===== src/rtl/dt_vote_accum_if.sv =====
`default_nettype none
// ============================================================================
// Module   : dt_vote_accum_if
// Brief    : Sample-in / result-out bundle of the vote accumulator.
//            Optional out_reject exists only when DT_VOTE_MIN_EN is defined.
// Revision : 1.0 - initial release
// ============================================================================
interface dt_vote_accum_if #(
    parameter int CLASS_W = 3,
    parameter int CNT_W   = 5
) ();
    logic               in_valid;
    logic               in_ready;
    logic [CLASS_W-1:0] in_class;
    logic               flush;
    logic               out_valid;
    logic               out_ready;
    logic [CLASS_W-1:0] out_class;
    logic [CNT_W-1:0]   out_count;
    logic [CNT_W-1:0]   out_total;
`ifdef DT_VOTE_MIN_EN
    logic               out_reject;

    modport master (
        output in_valid, in_class, flush, out_ready,
        input  in_ready, out_valid, out_class, out_count, out_total, out_reject
    );
    modport slave (
        input  in_valid, in_class, flush, out_ready,
        output in_ready, out_valid, out_class, out_count, out_total, out_reject
    );
`else
    modport master (
        output in_valid, in_class, flush, out_ready,
        input  in_ready, out_valid, out_class, out_count, out_total
    );
    modport slave (
        input  in_valid, in_class, flush, out_ready,
        output in_ready, out_valid, out_class, out_count, out_total
    );
`endif
endinterface
`default_nettype wire


===== src/rtl/dt_vote_accum.sv =====
`default_nettype none
// ============================================================================
// Module   : dt_vote_accum
// Brief    : Windowed per-class vote counter with sequential argmax scan.
//            Optional minimum-vote reject flag: define DT_VOTE_MIN_EN.
// Revision : 1.0 - initial release
// ============================================================================
module dt_vote_accum #(
    parameter int CLASS_W   = 3,
    parameter int WINDOW    = 16,
    parameter int CNT_W     = 5
`ifdef DT_VOTE_MIN_EN
    ,
    parameter int MIN_VOTES = 9
`endif
) (
    input  wire logic          clk,
    input  wire logic          rst_n,
    dt_vote_accum_if.slave     bus
);
    localparam int c_num_classes = 2 ** CLASS_W;

    typedef enum logic [1:0] {
        ACCUM = 2'd0,
        SCAN  = 2'd1,
        HOLD  = 2'd2
    } state_t;

    state_t             r_state;
    state_t             w_state_next;

    logic [CNT_W-1:0]   r_votes [c_num_classes];
    logic [CNT_W-1:0]   r_samples;
    logic [CLASS_W-1:0] r_idx;
    logic [CLASS_W-1:0] r_best_cls;
    logic [CNT_W-1:0]   r_best_cnt;
    logic [CLASS_W-1:0] r_out_class;
    logic [CNT_W-1:0]   r_out_count;
    logic [CNT_W-1:0]   r_out_total;

    logic               w_accept;
    logic               w_close;
    logic               w_scan_done;
    logic               w_handshake;
    logic [CNT_W-1:0]   w_samples_inc;
    logic [CNT_W-1:0]   w_cand;
    logic               w_better;
    logic [CLASS_W-1:0] w_best_cls_nxt;
    logic [CNT_W-1:0]   w_best_cnt_nxt;

    always_ff @(posedge clk or negedge rst_n) begin
        if (!rst_n) begin
            r_state <= ACCUM;
        end else begin
            r_state <= w_state_next;
        end
    end

    always_comb begin
        w_state_next  = r_state;
        w_accept      = 1'b0;
        w_close       = 1'b0;
        w_scan_done   = 1'b0;
        w_handshake   = 1'b0;
        w_samples_inc = r_samples + CNT_W'(1);
        case (r_state)
            ACCUM: begin
                w_accept = bus.in_valid;
                // A flush in the same cycle as a sample still counts that sample.
                if ((w_accept && (w_samples_inc == CNT_W'(WINDOW))) ||
                    (bus.flush && (w_accept || (r_samples != '0)))) begin
                    w_close      = 1'b1;
                    w_state_next = SCAN;
                end
            end
            SCAN: begin
                if (r_idx == CLASS_W'(c_num_classes - 1)) begin
                    w_scan_done  = 1'b1;
                    w_state_next = HOLD;
                end
            end
            HOLD: begin
                if (bus.out_ready) begin
                    w_handshake  = 1'b1;
                    w_state_next = ACCUM;
                end
            end
            default: w_state_next = ACCUM;
        endcase
    end

    // Strictly-greater update keeps the lowest class index on ties.
    assign w_cand         = r_votes[r_idx];
    assign w_better       = (w_cand > r_best_cnt);
    assign w_best_cnt_nxt = w_better ? w_cand : r_best_cnt;
    assign w_best_cls_nxt = w_better ? r_idx  : r_best_cls;

    always_ff @(posedge clk or negedge rst_n) begin
        if (!rst_n) begin
            for (int i = 0; i < c_num_classes; i++) begin
                r_votes[i] <= '0;
            end
            r_samples   <= '0;
            r_idx       <= '0;
            r_best_cls  <= '0;
            r_best_cnt  <= '0;
            r_out_class <= '0;
            r_out_count <= '0;
            r_out_total <= '0;
        end else begin
            if (w_accept) begin
                r_votes[bus.in_class] <= r_votes[bus.in_class] + CNT_W'(1);
                r_samples             <= w_samples_inc;
            end
            if (w_close) begin
                r_idx      <= '0;
                r_best_cls <= '0;
                r_best_cnt <= '0;
            end
            if (r_state == SCAN) begin
                r_idx      <= r_idx + CLASS_W'(1);
                r_best_cls <= w_best_cls_nxt;
                r_best_cnt <= w_best_cnt_nxt;
            end
            if (w_scan_done) begin
                r_out_class <= w_best_cls_nxt;
                r_out_count <= w_best_cnt_nxt;
                r_out_total <= r_samples;
            end
            if (w_handshake) begin
                for (int i = 0; i < c_num_classes; i++) begin
                    r_votes[i] <= '0;
                end
                r_samples <= '0;
            end
        end
    end

`ifdef DT_VOTE_MIN_EN
    logic r_out_reject;

    always_ff @(posedge clk or negedge rst_n) begin
        if (!rst_n) begin
            r_out_reject <= 1'b0;
        end else if (w_scan_done) begin
            r_out_reject <= (w_best_cnt_nxt < CNT_W'(MIN_VOTES));
        end
    end

    assign bus.out_reject = r_out_reject;
`endif

    assign bus.in_ready  = rst_n && (r_state == ACCUM);
    assign bus.out_valid = (r_state == HOLD);
    assign bus.out_class = r_out_class;
    assign bus.out_count = r_out_count;
    assign bus.out_total = r_out_total;

endmodule
`default_nettype wire


===== src/flat_wrapper.sv =====
// flat-port wrapper written by rule: the top's interface ports become plain ports
module dt_vote_accum_flat 
#(
    parameter int CLASS_W   = 3,
    parameter int WINDOW    = 16,
    parameter int CNT_W     = 5

)
  (clk, rst_n, bus_in_valid, bus_in_class, bus_flush, bus_out_ready, bus_in_ready, bus_out_valid, bus_out_class, bus_out_count, bus_out_total);
  dt_vote_accum_if #(.CLASS_W(CLASS_W), .CNT_W(CNT_W)) bus_i ();
  input  wire logic clk;
  input  wire logic rst_n;
  input wire logic [$bits(bus_i.in_valid)-1:0] bus_in_valid;
  input wire logic [$bits(bus_i.in_class)-1:0] bus_in_class;
  input wire logic [$bits(bus_i.flush)-1:0] bus_flush;
  input wire logic [$bits(bus_i.out_ready)-1:0] bus_out_ready;
  output wire logic [$bits(bus_i.in_ready)-1:0] bus_in_ready;
  output wire logic [$bits(bus_i.out_valid)-1:0] bus_out_valid;
  output wire logic [$bits(bus_i.out_class)-1:0] bus_out_class;
  output wire logic [$bits(bus_i.out_count)-1:0] bus_out_count;
  output wire logic [$bits(bus_i.out_total)-1:0] bus_out_total;
  assign bus_i.in_valid = bus_in_valid;
  assign bus_i.in_class = bus_in_class;
  assign bus_i.flush = bus_flush;
  assign bus_i.out_ready = bus_out_ready;
  assign bus_in_ready = bus_i.in_ready;
  assign bus_out_valid = bus_i.out_valid;
  assign bus_out_class = bus_i.out_class;
  assign bus_out_count = bus_i.out_count;
  assign bus_out_total = bus_i.out_total;
  dt_vote_accum #(.CLASS_W(CLASS_W), .WINDOW(WINDOW), .CNT_W(CNT_W)) u_core (.clk(clk), .rst_n(rst_n), .bus(bus_i));
endmodule

===== config.mk =====
export PLATFORM = sky130hd
export DESIGN_NAME = dt_vote_accum_flat
export DESIGN_NICKNAME = d
export VERILOG_FILES = /design/src/rtl/dt_vote_accum_if.sv /design/src/rtl/dt_vote_accum.sv /design/src/flat_wrapper.sv
export SDC_FILE = /design/constraint.sdc
export NUM_CORES = 1
export LEC_CHECK = 0
export CORE_ASPECT_RATIO = 1.25
export CORE_MARGIN = 2
export CORE_UTILIZATION = 42
export DETAILED_ROUTE_END_ITERATION = 8
export PLACE_DENSITY = 0.71
export RECOVER_POWER = 100
export SYNTH_ARGS = -nofsm -noshare
export SYNTH_HDL_FRONTEND = slang
export SYNTH_SLANG_ARGS = --single-unit

===== constraint.sdc =====
create_clock -name clk -period 9.4 [get_ports clk]
set_clock_uncertainty 0.2 [all_clocks]
set_input_delay 1.41 -clock clk [delete_from_list [all_inputs] [get_ports clk]]
set_output_delay 1.41 -clock clk [all_outputs]
set_load 0.05 [all_outputs]

==> metrics <==
1st-iter DRT viols=197; Clock transition at path regs=0.05 ns; Synth top area share=0.463; final non-filler cell total=495; dpl hpwl=5600 um; Die H=111 um; max_slew headroom=-0.0968; CTS Hold Bufs=0; Tcrit/Tclk final=0.528; worst r2r dst=u_core.r_best_cls[0]$_DFFE_PN0P_; worst-path maximum fanout=72; Core Box Area=9030 um2; final number of setup-violating endpoints=0; Worst Hold Class=reg -> reg; r2r setup slk=4.67 ns; ANT nets after route=0; Setup TNS Final=0 ns; synth unique cells=50; gr usage total=0.180; via density per instance=5.60; crit path DAT=3.35 ns; worst-path cell chain=buf_2, buf_4, nor3b_1, dlygate4sd3_1; largest net degree at the start of global routing=73; synthesized cell area=3830 um2; leakage power=1.96 nW; max cap viols=1; worst r2r path cells=7; post-route setup slack=4.44 ns; Final nets=386; Remaining DRCs=0; Max Clk Rate=202 MHz; # rows=39; Setup WS pre-CTS=4.44 ns; I/O pin count=23; final WL=8140 um; DR vias=2773; cell count after placement=479; Sink Count=71; Layout area overhead=14.8%; Cell Pwr Density=353 nW/um2; H-tree depth=3; cells resized by post-CTS repair=0; Finished Core Util=0.488; Clock Path Buffers=2; RSZ-0062 raised after global routing=false; Min-Delay Startpoint=u_core.bus.out_class[2]$_DFFE_PN0P_; post-CTS setup buffer count=0; fin crit period=4.96 ns; Async S/R FF share, synth=1.00; violated checks=max-capacitance violations, max-slew violations; TritonCTS clock tree=yes; worst path bufs/invs=3; cell family with most CP delay=buffers and inverters; final hold vios=0; warnings from Yosys=0; Largest stage delay, worst path=0.90 ns; drt wl/cell=16.4 um; TritonRoute pass-1 iters=4; Post-synth EDFFs=0; chip width=89.5 um; CP Launch Type=input pin; Seq/Total Area, Yosys=0.463; total grt overflow=0; Initial Utilization=0.425; hold path cells=2; Critical Path RT=7.79 ns; Critical-path top delay cell=dlygate4sd3_1; clock insertion delay at the later pin of the skew report=0.33 ns; slew at the pin closest to its max-slew limit=1.64 ns; number of global-route vias before repair=2823; initial antenna violation count=0; top cells by area, synth=dfrtp_1 (46%), mux4_2 (9.4%), o21ai_1 (6.0%); status=finished with violations; syn_area_per_cell=10.9 um2; Root Driver=clkbuf_16; final hold slack=0.269 ns; first-pass GRT wire length=13800 um; Syn Nets=370; Worst Hold End=u_core.bus.out_class[2]$_DFFE_PN0P_; Main synth FF type=dfrtp_1; Die ar.=9920 um2; Crit. End Element=primary output; area leader, netlist=dfrtp_1; n_diodes=0; Yosys reg bits=71; VDD IR-drop max=0.154 mV; final RePlAce weighted congestion=0.811; Final Slew Violations=10; Num CTS Buffers=9; WS Path Type=in -> out; IO Port Bufs=22; reg-to-reg startpoint=u_core.r_idx[0]$_DFFE_PN0P_; Gate Count Post-Synth=351; fraction of layout cells with a size suffix above 1=0.129
==> cell usage after synthesis, types with 3 or more instances <==
cell type and number:
o21ai_0 9, dfrtp_1 71, nor2_1 17, mux2i_1 13, inv_1 15, o2bb2ai_1 9
o21ai_1 46, ha_1 11, a22o_1 4, buf_2 4, clkbuf_1 11, xor2_1 3
a21oi_1 4, mux4_2 16, nand2_1 24, nor2b_1 5, mux2_2 8, nand3_1 43
==> sequential cells by signal, summed over array words and instances, names as in the netlist <==
name and count:
u_core.r_votes 40, u_core.bus.out_count 5, u_core.bus.out_total 5, u_core.r_best_cnt 5, u_core.r_samples 5, u_core.bus.out_class 3, u_core.r_best_cls 3, u_core.r_idx 3
u_core.r_state 2
==> logic make-up after synthesis <==
kind of cell / synth area share
buffers and inverters: 0.0395
adders and majority gates: 0.0359
and+or+nand+nor: 0.139
AOI/OAI and AO/OA: 0.137
DFF: 0.463
xor gates and xnor gates: 0.0206
muxes: 0.165
==> placed cells by master (no fill, tap or decap), types with 2 or more instances in the layout <==
cell type / n
a21oi_1: 4
a22o_1: 4
and2_1: 2
buf_4: 2
clkbuf_16: 9
clkbuf_8: 5
clkdlybuf4s50_1: 4
dfrtp_1: 71
dlygate4sd3_1: 17
ha_1: 11
inv_1: 15
mux2_1: 4
mux2_2: 7
mux2i_1: 13
mux4_2: 16
nand2_1: 24
nand3_1: 43
nand4_1: 2
nor2_1: 17
nor2b_1: 5
nor3b_1: 3
o21ai_0: 50
o21ai_1: 5
o2bb2ai_1: 9
xor2_1: 5
==> metal layers <==
layer  up-vias  GRT usage  part of all wire
met5         -          0                 0
met4         0     0.0896             0.031
met3        21     0.0410             0.040
met2        61      0.296              0.52
met1      1372      0.215              0.41
li1       1319          -                 -
==> area by class of cell <==
class,instances,area (um2)
tap,123,154
timing repair buffer,24,230
multi-input combinational,245,1850
sequential,71,1780
clock inverter,2,35.0
fill,806,4620
inverter,16,60.1
clock buffer,14,294
==> through the flow <==
| step | power [W] | cell area (um2) |
|---|---|---|
| 2_1_floorplan | 0.00107 | 3830 |
| 3_3_place_gp | 0.00122 | 4130 |
| 3_5_place_dp | 0.00125 | 4130 |
| 4_1_cts | 0.00162 | 4460 |
| 5_1_grt | 0.00166 | 4400 |
| 6_report | 0.00155 | 4400 |
==> power breakdown <==
group	switching [W]	internal, W
Sequential	0.000115	0.000410
Clock	0.000122	0.000241
Combinational	0.000378	0.000289
==> tightest hold or removal path, cell delays in order (launching register included) <==
cell and delay [ns]:
dfrtp_1 0.33, nand2_1 0.04, o21ai_0 0.05
==> worst max-delay path by stage <==
stage,cells past startpoint,slack (ns),from,end
3_5_place_dp,4,4.44,rst_n,bus_in_ready
5_1_grt,4,4.24,rst_n,bus_in_ready
6_report,4,4.44,rst_n,bus_in_ready
2_1_floorplan,1,5.23,rst_n,bus_in_ready
3_3_place_gp,4,4.50,rst_n,bus_in_ready
4_1_cts,4,4.43,rst_n,bus_in_ready
(Power assumes the default switching activity.)
